==> config.mk <==
export PLATFORM = sky130hd
export DESIGN_NAME = vga_line_fetch_ctrl
export DESIGN_NICKNAME = d
export VERILOG_FILES = /design/src/rtl/vga_pkg.sv /design/src/rtl/vga_addr_gen.sv /design/src/rtl/vga_line_fetch_ctrl.sv
export SDC_FILE = /design/constraint.sdc
export NUM_CORES = 1
export LEC_CHECK = 0
export BUFFER_PORTS_ARGS = -buffer_cell sky130_fd_sc_hd__buf_2
export CAP_MARGIN = 20
export CORE_MARGIN = 10
export CORE_UTILIZATION = 40
export DETAILED_ROUTE_END_ITERATION = 10
export HOLD_SLACK_MARGIN = 0.02
export PLACE_DENSITY = 0.59
export SETUP_SLACK_MARGIN = 0.5
export SYNTH_ARGS = -nofsm -noshare
export SYNTH_HDL_FRONTEND = slang
export SYNTH_SLANG_ARGS = --single-unit
==> constraint.sdc <==
create_clock -name clk -period 6.2 [get_ports clk]
set_clock_uncertainty 0.05 [all_clocks]
set_input_delay 1.55 -clock clk [delete_from_list [all_inputs] [get_ports clk]]
set_output_delay 1.55 -clock clk [all_outputs]
set_load 0.02 [all_outputs]
==> src/rtl/vga_pkg.sv <==
// Shared VGA timing constants and line-fetch FSM encoding, used by the
// timing generator and the framebuffer fetch controller.
package vga_pkg;

    localparam int VGA_H_ACT = 800;
    localparam int VGA_V_ACT = 600;
    localparam int VGA_BURST = 16;

    typedef enum logic [1:0] {
        IDLE       = 2'd0,
        ARMED      = 2'd1,
        WAIT_SPACE = 2'd2,
        FETCH      = 2'd3
    } fetch_state_e;

endpackage

==> src/rtl/vga_addr_gen.sv <==
// Burst start address: base + line*H_ACT + burst*BURST (mod 2^AW), registered.
// Counters settle while the FSM sits in WAIT_SPACE, so the result is ready when mem_req rises.
module vga_addr_gen
    import vga_pkg::*;
#(
    parameter int H_ACT = VGA_H_ACT,
    parameter int BURST = VGA_BURST,
    parameter int AW    = 24,
    parameter int LW    = 10,
    parameter int BW    = 6
) (
    input  logic          clk,
    input  logic          rst_n,
    input  logic [AW-1:0] base_i,
    input  logic [LW-1:0] line_i,
    input  logic [BW-1:0] burst_i,
    output logic [AW-1:0] addr_o
);

    logic [AW-1:0] addr_q;
    logic [AW-1:0] addr_d;

    always_comb begin
        addr_d = base_i + (AW'(line_i) * AW'(H_ACT)) + (AW'(burst_i) * AW'(BURST));
    end

    always_ff @(posedge clk) begin
        if (!rst_n) begin
            addr_q <= '0;
        end else begin
            addr_q <= addr_d;
        end
    end

    assign addr_o = addr_q;

endmodule

==> src/rtl/vga_line_fetch_ctrl.sv <==
// Framebuffer line fetch controller: issues BURST-word read requests for each
// displayed line, gated by downstream FIFO space, with sticky underrun detection.
module vga_line_fetch_ctrl
    import vga_pkg::*;
#(
    parameter int H_ACT = VGA_H_ACT,
    parameter int V_ACT = VGA_V_ACT,
    parameter int BURST = VGA_BURST,
    parameter int AW    = 24
) (
    input  logic          clk,
    input  logic          rst_n,
    input  logic          enable,
    input  logic [AW-1:0] base_addr,
    input  logic          frame_start,
    input  logic          line_start,
    input  logic          next_line_active,
    input  logic [10:0]   fifo_space,
    output logic          mem_req,
    output logic [AW-1:0] mem_addr,
    input  logic          mem_ack,
    output logic [9:0]    line_idx,
    output logic          busy,
    output logic          underrun,
    input  logic          underrun_clr
);

    localparam int NBURST = H_ACT / BURST;
    localparam int BW     = (NBURST > 1) ? $clog2(NBURST) : 1;
    localparam logic [BW-1:0] LAST_BURST = BW'(NBURST - 1);
    localparam logic [9:0]    LINE_END   = 10'(V_ACT);

    fetch_state_e  state_q, state_d;
    logic [9:0]    line_q, line_d;
    logic [BW-1:0] bcnt_q, bcnt_d;
    logic [AW-1:0] shadow_base_q, shadow_base_d;
    logic          shadow_en_q, shadow_en_d;
    logic          underrun_q, underrun_d;
    logic          mem_req_q;
    logic          accept;
    logic [9:0]    line_inc;

    assign accept   = mem_req_q && mem_ack;
    assign line_inc = line_q + 10'd1;

    always_comb begin
        state_d       = state_q;
        line_d        = line_q;
        bcnt_d        = bcnt_q;
        shadow_base_d = shadow_base_q;
        shadow_en_d   = shadow_en_q;
        underrun_d    = underrun_q && !underrun_clr;

        // frame_start overrides every other event in the same cycle
        if (frame_start) begin
            shadow_base_d = base_addr;
            shadow_en_d   = enable;
            line_d        = '0;
            bcnt_d        = '0;
            if (!enable) begin
                state_d = IDLE;
            end else if (line_start && next_line_active) begin
                state_d = WAIT_SPACE;
            end else begin
                state_d = ARMED;
            end
        end else begin
            case (state_q)
                IDLE: begin
                    state_d = IDLE;
                end
                ARMED: begin
                    if (line_start && next_line_active && shadow_en_q) begin
                        state_d = WAIT_SPACE;
                    end
                end
                WAIT_SPACE, FETCH: begin
                    if (line_start) begin
                        // Line time ran out: drop the rest of this line, move on
                        underrun_d = 1'b1;
                        line_d     = line_inc;
                        bcnt_d     = '0;
                        if (line_inc == LINE_END) begin
                            state_d = IDLE;
                        end else if (next_line_active) begin
                            state_d = WAIT_SPACE;
                        end else begin
                            state_d = ARMED;
                        end
                    end else if (state_q == WAIT_SPACE) begin
                        if (fifo_space >= 11'(BURST)) begin
                            state_d = FETCH;
                        end
                    end else if (accept) begin
                        if (bcnt_q == LAST_BURST) begin
                            bcnt_d  = '0;
                            line_d  = line_inc;
                            state_d = (line_inc == LINE_END) ? IDLE : ARMED;
                        end else begin
                            bcnt_d  = bcnt_q + 1'b1;
                            state_d = WAIT_SPACE;
                        end
                    end
                end
                default: begin
                    state_d = IDLE;
                end
            endcase
        end
    end

    always_ff @(posedge clk) begin
        if (!rst_n) begin
            state_q       <= IDLE;
            line_q        <= '0;
            bcnt_q        <= '0;
            shadow_base_q <= '0;
            shadow_en_q   <= 1'b0;
            underrun_q    <= 1'b0;
            mem_req_q     <= 1'b0;
        end else begin
            state_q       <= state_d;
            line_q        <= line_d;
            bcnt_q        <= bcnt_d;
            shadow_base_q <= shadow_base_d;
            shadow_en_q   <= shadow_en_d;
            underrun_q    <= underrun_d;
            mem_req_q     <= (state_d == FETCH);
        end
    end

    vga_addr_gen #(
        .H_ACT (H_ACT),
        .BURST (BURST),
        .AW    (AW),
        .LW    (10),
        .BW    (BW)
    ) u_addr_gen (
        .clk     (clk),
        .rst_n   (rst_n),
        .base_i  (shadow_base_q),
        .line_i  (line_q),
        .burst_i (bcnt_q),
        .addr_o  (mem_addr)
    );

    assign mem_req  = mem_req_q;
    assign line_idx = line_q;
    assign busy     = (state_q == WAIT_SPACE) || (state_q == FETCH);
    assign underrun = underrun_q;

endmodule

* Word-level counts from Yosys, hierarchy flattened
Cells that the tools add are included.
Word-level totals: bits in registers 69, bits of input ports 43, output and inout port bits 37, logic and storage cells 59
Operators by class: order comparisons 1, add/subtract/negate cells 4, bitwise operators 1, muxes and demuxes 24, multiply operators 1, equality and inequality tests 7, reductions and logical operators 13
Operator list (count):
- $mux 10 | 4
- $add 24x10->24 | 1
- $add 24x20->24 | 1
- $mux 6 | 4
- $mux 2 | 11
- $mul 10x5->15 const B | 1
- $ge 11x5->1 const B | 1
- $add 10x1->10 const B | 1
- $eq 10x10->1 const B | 1
- $add 6x1->6 const B | 1
- $eq 2x2->1 const B | 3
- $eq 6x6->1 const B | 1
- $pmux 2 s3 | 1
- $logic_and 1x1->1 | 4
- $mux 1 | 4
- $reduce_and 4->1 | 1
- $reduce_bool 2->1 | 2
- $reduce_or 2->1 | 2
- $reduce_and 3->1 | 1
- $eq 2x1->1 const B | 1
- $logic_not 2->1 | 1
- $ne 2x2->1 const B | 1
- $logic_not 1->1 | 1
- $logic_or 1x1->1 | 1
- $not 1->1 | 1

* Depth between registers and ports, before layout
depth after elaboration 10, depth in mapped cells 20, mapped depth without buffers 20

* Modules after synthesis
Synthesis repeated with hierarchy kept, for this count alone.
Unflattened totals: cells, all modules 498, area, all modules 4693.3 sq um
By module, submodules not included:
- vga_addr_gen | area each 2637.5 sq um, times used 1, cells an instance 289, sequential area each 480.5 sq um
- vga_line_fetch_ctrl | area each 2055.7 sq um, times used 1, cells an instance 209, sequential area each 900.9 sq um

* Worst setup path after synthesis
No wires, ideal clock.
path type register to register, from register line_q[4], in the netlist line_idx[4], to register u_addr_gen.addr_q[22], in the netlist u_addr_gen.addr_o[22], path buffers 0, stages on the path, launching flop included 20, path slack 1571 ps, data required time 6078 ps, data arrival time 4507 ps, clock period less this slack 4629 ps, library setup time 72 ps, path through dfxtp_1 -> ha_1 -> ha_1 -> inv_1 -> fa_1 -> inv_1 -> ha_1 -> o21a_1 -> a2111oi_1 -> o31ai_1 -> a21oi_1 -> xnor2_1 -> ha_1 -> ha_1 -> and4_1 -> o2111ai_1 -> a211oi_2 -> o21ai_1 -> a21boi_1 -> mux2i_1
Between the ends: longest elaborated chain between the ends 3
RTL lines:
- start, declared | line vga_line_fetch_ctrl.sv:34 | logic [9:0] line_q, line_d;
- start signal, assigned | line vga_line_fetch_ctrl.sv:123 | line_q <= line_d;
- $mul 10x5->15 | line vga_addr_gen.sv:24 | addr_d = base_i + (AW'(line_i) * AW'(H_ACT)) + (AW'(burst_i) * AW'(BURST));
- $add 24x20->24 | line vga_addr_gen.sv:24
- $add 24x10->24 | line vga_addr_gen.sv:24
- end signal, assigned | line vga_addr_gen.sv:31 | addr_q <= addr_d;
- end, declared | line vga_addr_gen.sv:20 | logic [AW-1:0] addr_q;
No other way between the ends. A chain may end at the register's enable or synchronous reset.

* Worst setup path after layout
from register line_q[3], in the netlist line_idx[3], to register u_addr_gen.addr_q[22], in the netlist u_addr_gen.addr_o[22]
The elaborated chain is that of the path after synthesis.

==> results by group <==
Status
  – Status: finished, final reports clean

Global routing
  – Overall Global Routing Usage: 12.41%
  – GR Overflow Total: 0
  – First-pass GRT wire length: 16.73 mm
  – Via count of the first global-routing pass: 3505
  – Initial antenna violation count: 0
  – Largest net degree at the start of global routing: 34

Route
  – DR iter-0 viols: 89
  – DR vias: 3474
  – Vias per inst: 4.928
  – Drt pass-1 iters: 4
  – WL per Instance: 13.82 um
  – Post-Route WL: 9.740 mm
  – Routed Antenna Nets: 0
  – # DRC: 0

Synthesis
  – Post-synthesis net count: 605
  – Avg Cell Area, Syn: 9.220 um2
  – YS warnings: 0
  – Post-synthesis sequential area ratio: 30.70%
  – Count of cell types in the netlist: 61
  – Cell area after synthesis: 4499 um2
  – Most common flop cell mapped by yosys: dfxtp_1
  – Synth Register Bits: 69
  – Syn Inst Count: 488
  – EDFF count, synth: 0
  – Asr flop ratio synth: 0%

Die
  – Die Footprint: 15890 um2
  – # rows: 38
  – Die X: 126.1 um
  – Chip height: 126.1 um
  – Io pins: 80
  – Starting density of the core: 41.14%
  – Core area: 10940 um2

Cells and area
  – Antenna cell count: 0
  – Layout cells sized above 1: 18.41%
  – Syn-to-layout area delta: 16.99%
  – Final #Nets: 678

Timing
  – Slew headroom: 37.15%
  – Final Cycle Share: 80.82%
  – Final Hold Vio Count: 0
  – Final Setup Violations: 0
  – Total Negative Setup Slacks: 0 ns
  – Minimum clock period: 5.011 ns
  – F_max: 199.6 MHz
  – Worst slew pin tran: 0.9427 ns
  – Unrepaired setup endpoints after global routing: no
  – Hold_ws: 0.4047 ns
  – Max-slew violations: 0

Worst setup path
  – Crit path kind: register to register
  – Crit path DAT: 5.22 ns
  – Max incr delay on CP: 0.51 ns
  – Critical Path RT: 6.41 ns
  – Worst-path maximum fanout: 6
  – CP endpoint kind: register
  – Most Frequent Cell on Critical Path: ha_1
  – Worst path cell trace: ha_1, ha_1, inv_1, fa_1, inv_1, ha_1, o21a_1, a2111oi_1, o31ai_1, a21oi_1, xnor2_1, ha_1, ha_1, and4_1, o2111ai_1, a211oi_2, o21ai_1, a21boi_1, mux2i_1
  – Slowest-stage cell, CP: a2111oi_1
  – Crit start category: register

CTS
  – Clock tree root driver cell: clkbuf_16
  – Num CTS Buffers: 9
  – CTS Sinks: 69
  – Post-CTS Resized: 0
  – Hold buffer count at cts: 0
  – Clock-pin slew of the registers on the worst-case setup and hold paths: 0.05 ns
  – Setup Buffers After CTS: 0
  – Worst-Skew Late Latency: 0.33 ns
  – TritonCTS clock tree: yes
  – H-Tree Depth: 3
  – Clock Tree Buf Depth: 2

Worst hold path
  – Worst Hold Class: register to register

Pwr
  – Peak supply drop: 106.7 uV
  – Overall power: 1.025 mW
  – PwrDens: 194.7 nW/um2
  – LEAKAGE: 2.629 nW

Placed design
  – Gpl congestion: 0.8404
  – IO buf count: 75
  – Post-DP HPWL: 7.717 mm

Job
  – Max-cap violations: 0
[synth_stat cells (2+ instances only)]
cell | count | area (um2)
nand2_1 | 19 | 71.32
inv_1 | 42 | 157.7
a311oi_1 | 3 | 26.28
buf_2 | 3 | 15.01
ha_1 | 63 | 788.3
or4_1 | 2 | 15.01
xnor2_1 | 24 | 210.2
o21ai_1 | 6 | 30.03
mux2i_1 | 28 | 280.3
a31oi_1 | 2 | 12.51
and3_1 | 4 | 25.02
nor3_1 | 8 | 40.04
nor4_1 | 2 | 12.51
a211oi_1 | 5 | 37.54
or2_2 | 2 | 12.51
and2_1 | 6 | 37.54
o21a_1 | 4 | 30.03
nor2b_1 | 6 | 37.54
o31ai_1 | 3 | 22.52
o21ai_0 | 7 | 35.03
fa_1 | 11 | 220.2
dfxtp_1 | 69 | 1381
a21oi_1 | 16 | 80.08
a221oi_1 | 2 | 17.52
nor2_1 | 67 | 251.5
clkbuf_1 | 10 | 37.54
a21o_1 | 4 | 30.03
nand2b_1 | 8 | 50.05
o21bai_1 | 2 | 15.01
xor2_1 | 14 | 122.6
nand3_1 | 12 | 60.06
o211a_1 | 2 | 20.02
nand4_1 | 3 | 18.77
a221oi_2 | 2 | 30.03
[cells by family (layout without fill, tap and decap cells)]
logic type / count (synthesis) / count (layout) / synth area share, %
and+or+nand+nor: 147 / 147 / 15.55
AOI/OAI and AO/OA: 75 / 75 / 12.79
adders and majority gates: 74 / 74 / 22.41
DFF: 69 / 69 / 30.70
buffers and inverters: 57 / 134 / 4.922
xor gates and xnor gates: 38 / 38 / 7.397
muxes: 28 / 28 / 6.229
[registers in the layout (all words and copies together) (netlist names)]
name and cells:
underrun 1, state_q 2, mem_req 1, shadow_en_q 1, bcnt_q 6, line_idx 10
shadow_base_q 24, u_addr_gen.addr_o 24
[per-stage QoR]
step | cell area, um2 | instances | setup WS (ns) | util, %
final | 5264 | 705 | 1.189 | 48.14
after global routing | 5264 | 705 | 0.7813 | 48.14
after CTS | 5264 | 705 | 1.167 | 48.14
after detailed placement | 4997 | 690 | 1.218 | 45.70
after global placement | 4997 | 690 | 1.266 | 45.70
after floorplan | 4499 | 488 | 1.571 | -
[routing by layer]
layer	vias up	global-route usage, %	wire length (um)
met5	-	0	0
met4	0	4.555	118
met3	11	3.020	417
met2	55	19.76	4475
met1	1565	15.88	4728
li1	1843	-	-
[layout by cell type (no fill, tap or decap), drive strengths merged, types with 2 or more instances in the layout]
master,synthesis,final
a2111oi,2,2
a211oi,6,6
a21boi,2,2
a21o,4,4
a21oi,16,16
a221oi,4,4
a311oi,3,3
a31oi,2,2
and2,6,6
and3,6,6
buf,4,76
clkbuf,10,10
clkinv,1,5
dfxtp,69,69
fa,11,11
ha,63,63
inv,42,42
mux2i,28,28
nand2,19,19
nand2b,8,8
nand3,12,12
nand4,3,3
nor2,67,67
nor2b,6,6
nor3,8,8
nor4,2,2
o211a,2,2
o21a,4,4
o21ai,14,14
o21bai,2,2
o31ai,3,3
or2,4,4
or4,2,2
xnor2,24,24
xor2,14,14
[power by group]
part	leakage, nW	switching, mW	internal (mW)
Combinational	1.93	0.0527	0.0395
Sequential	0.564	0.00859	0.461
Clock	0.134	0.187	0.276
Total	2.63	0.249	0.776
[critical path: cells and delay by family, from the launching register on]
kind | cells | cell delay [ns]
adder cells (fa/ha/maj) | 6 | 2.01
AND/OR/NAND/NOR | 1 | 0.20
multiplexers | 1 | 0.19
AO/OA/AOI/OAI | 8 | 1.73
flip-flops | 1 | 0.49
buffers and inverters | 2 | 0.09
XOR/XNOR | 1 | 0.17
[worst paths after layout]
check | start | cells after the start | slack [ns] | end
setup / recovery | line_idx[3]$_SDFFE_PP0P_ | 19 | 1.19 | u_addr_gen.addr_o[22]$_SDFF_PN0_
hold / removal | shadow_base_q[0]$_SDFFE_PN0P_ | 1 | 0.40 | u_addr_gen.addr_o[0]$_SDFF_PN0_
setup reg to reg | line_idx[3]$_SDFFE_PP0P_ | 19 | 1.19 | u_addr_gen.addr_o[22]$_SDFF_PN0_
hold reg to reg | shadow_base_q[0]$_SDFFE_PN0P_ | 1 | 0.40 | u_addr_gen.addr_o[0]$_SDFF_PN0_
[area by class of cell]
type | count | area (um2)
repair buffers | 76 | 382.9
flip-flops and latches | 69 | 1381
clock inverters | 5 | 27.53
multi-input cells | 362 | 2897
inverters | 43 | 161.4
clock buffers | 10 | 239.0
well taps | 140 | 175.2
fillers | 1074 | 5672
Power figures use the tool's default switching activity.
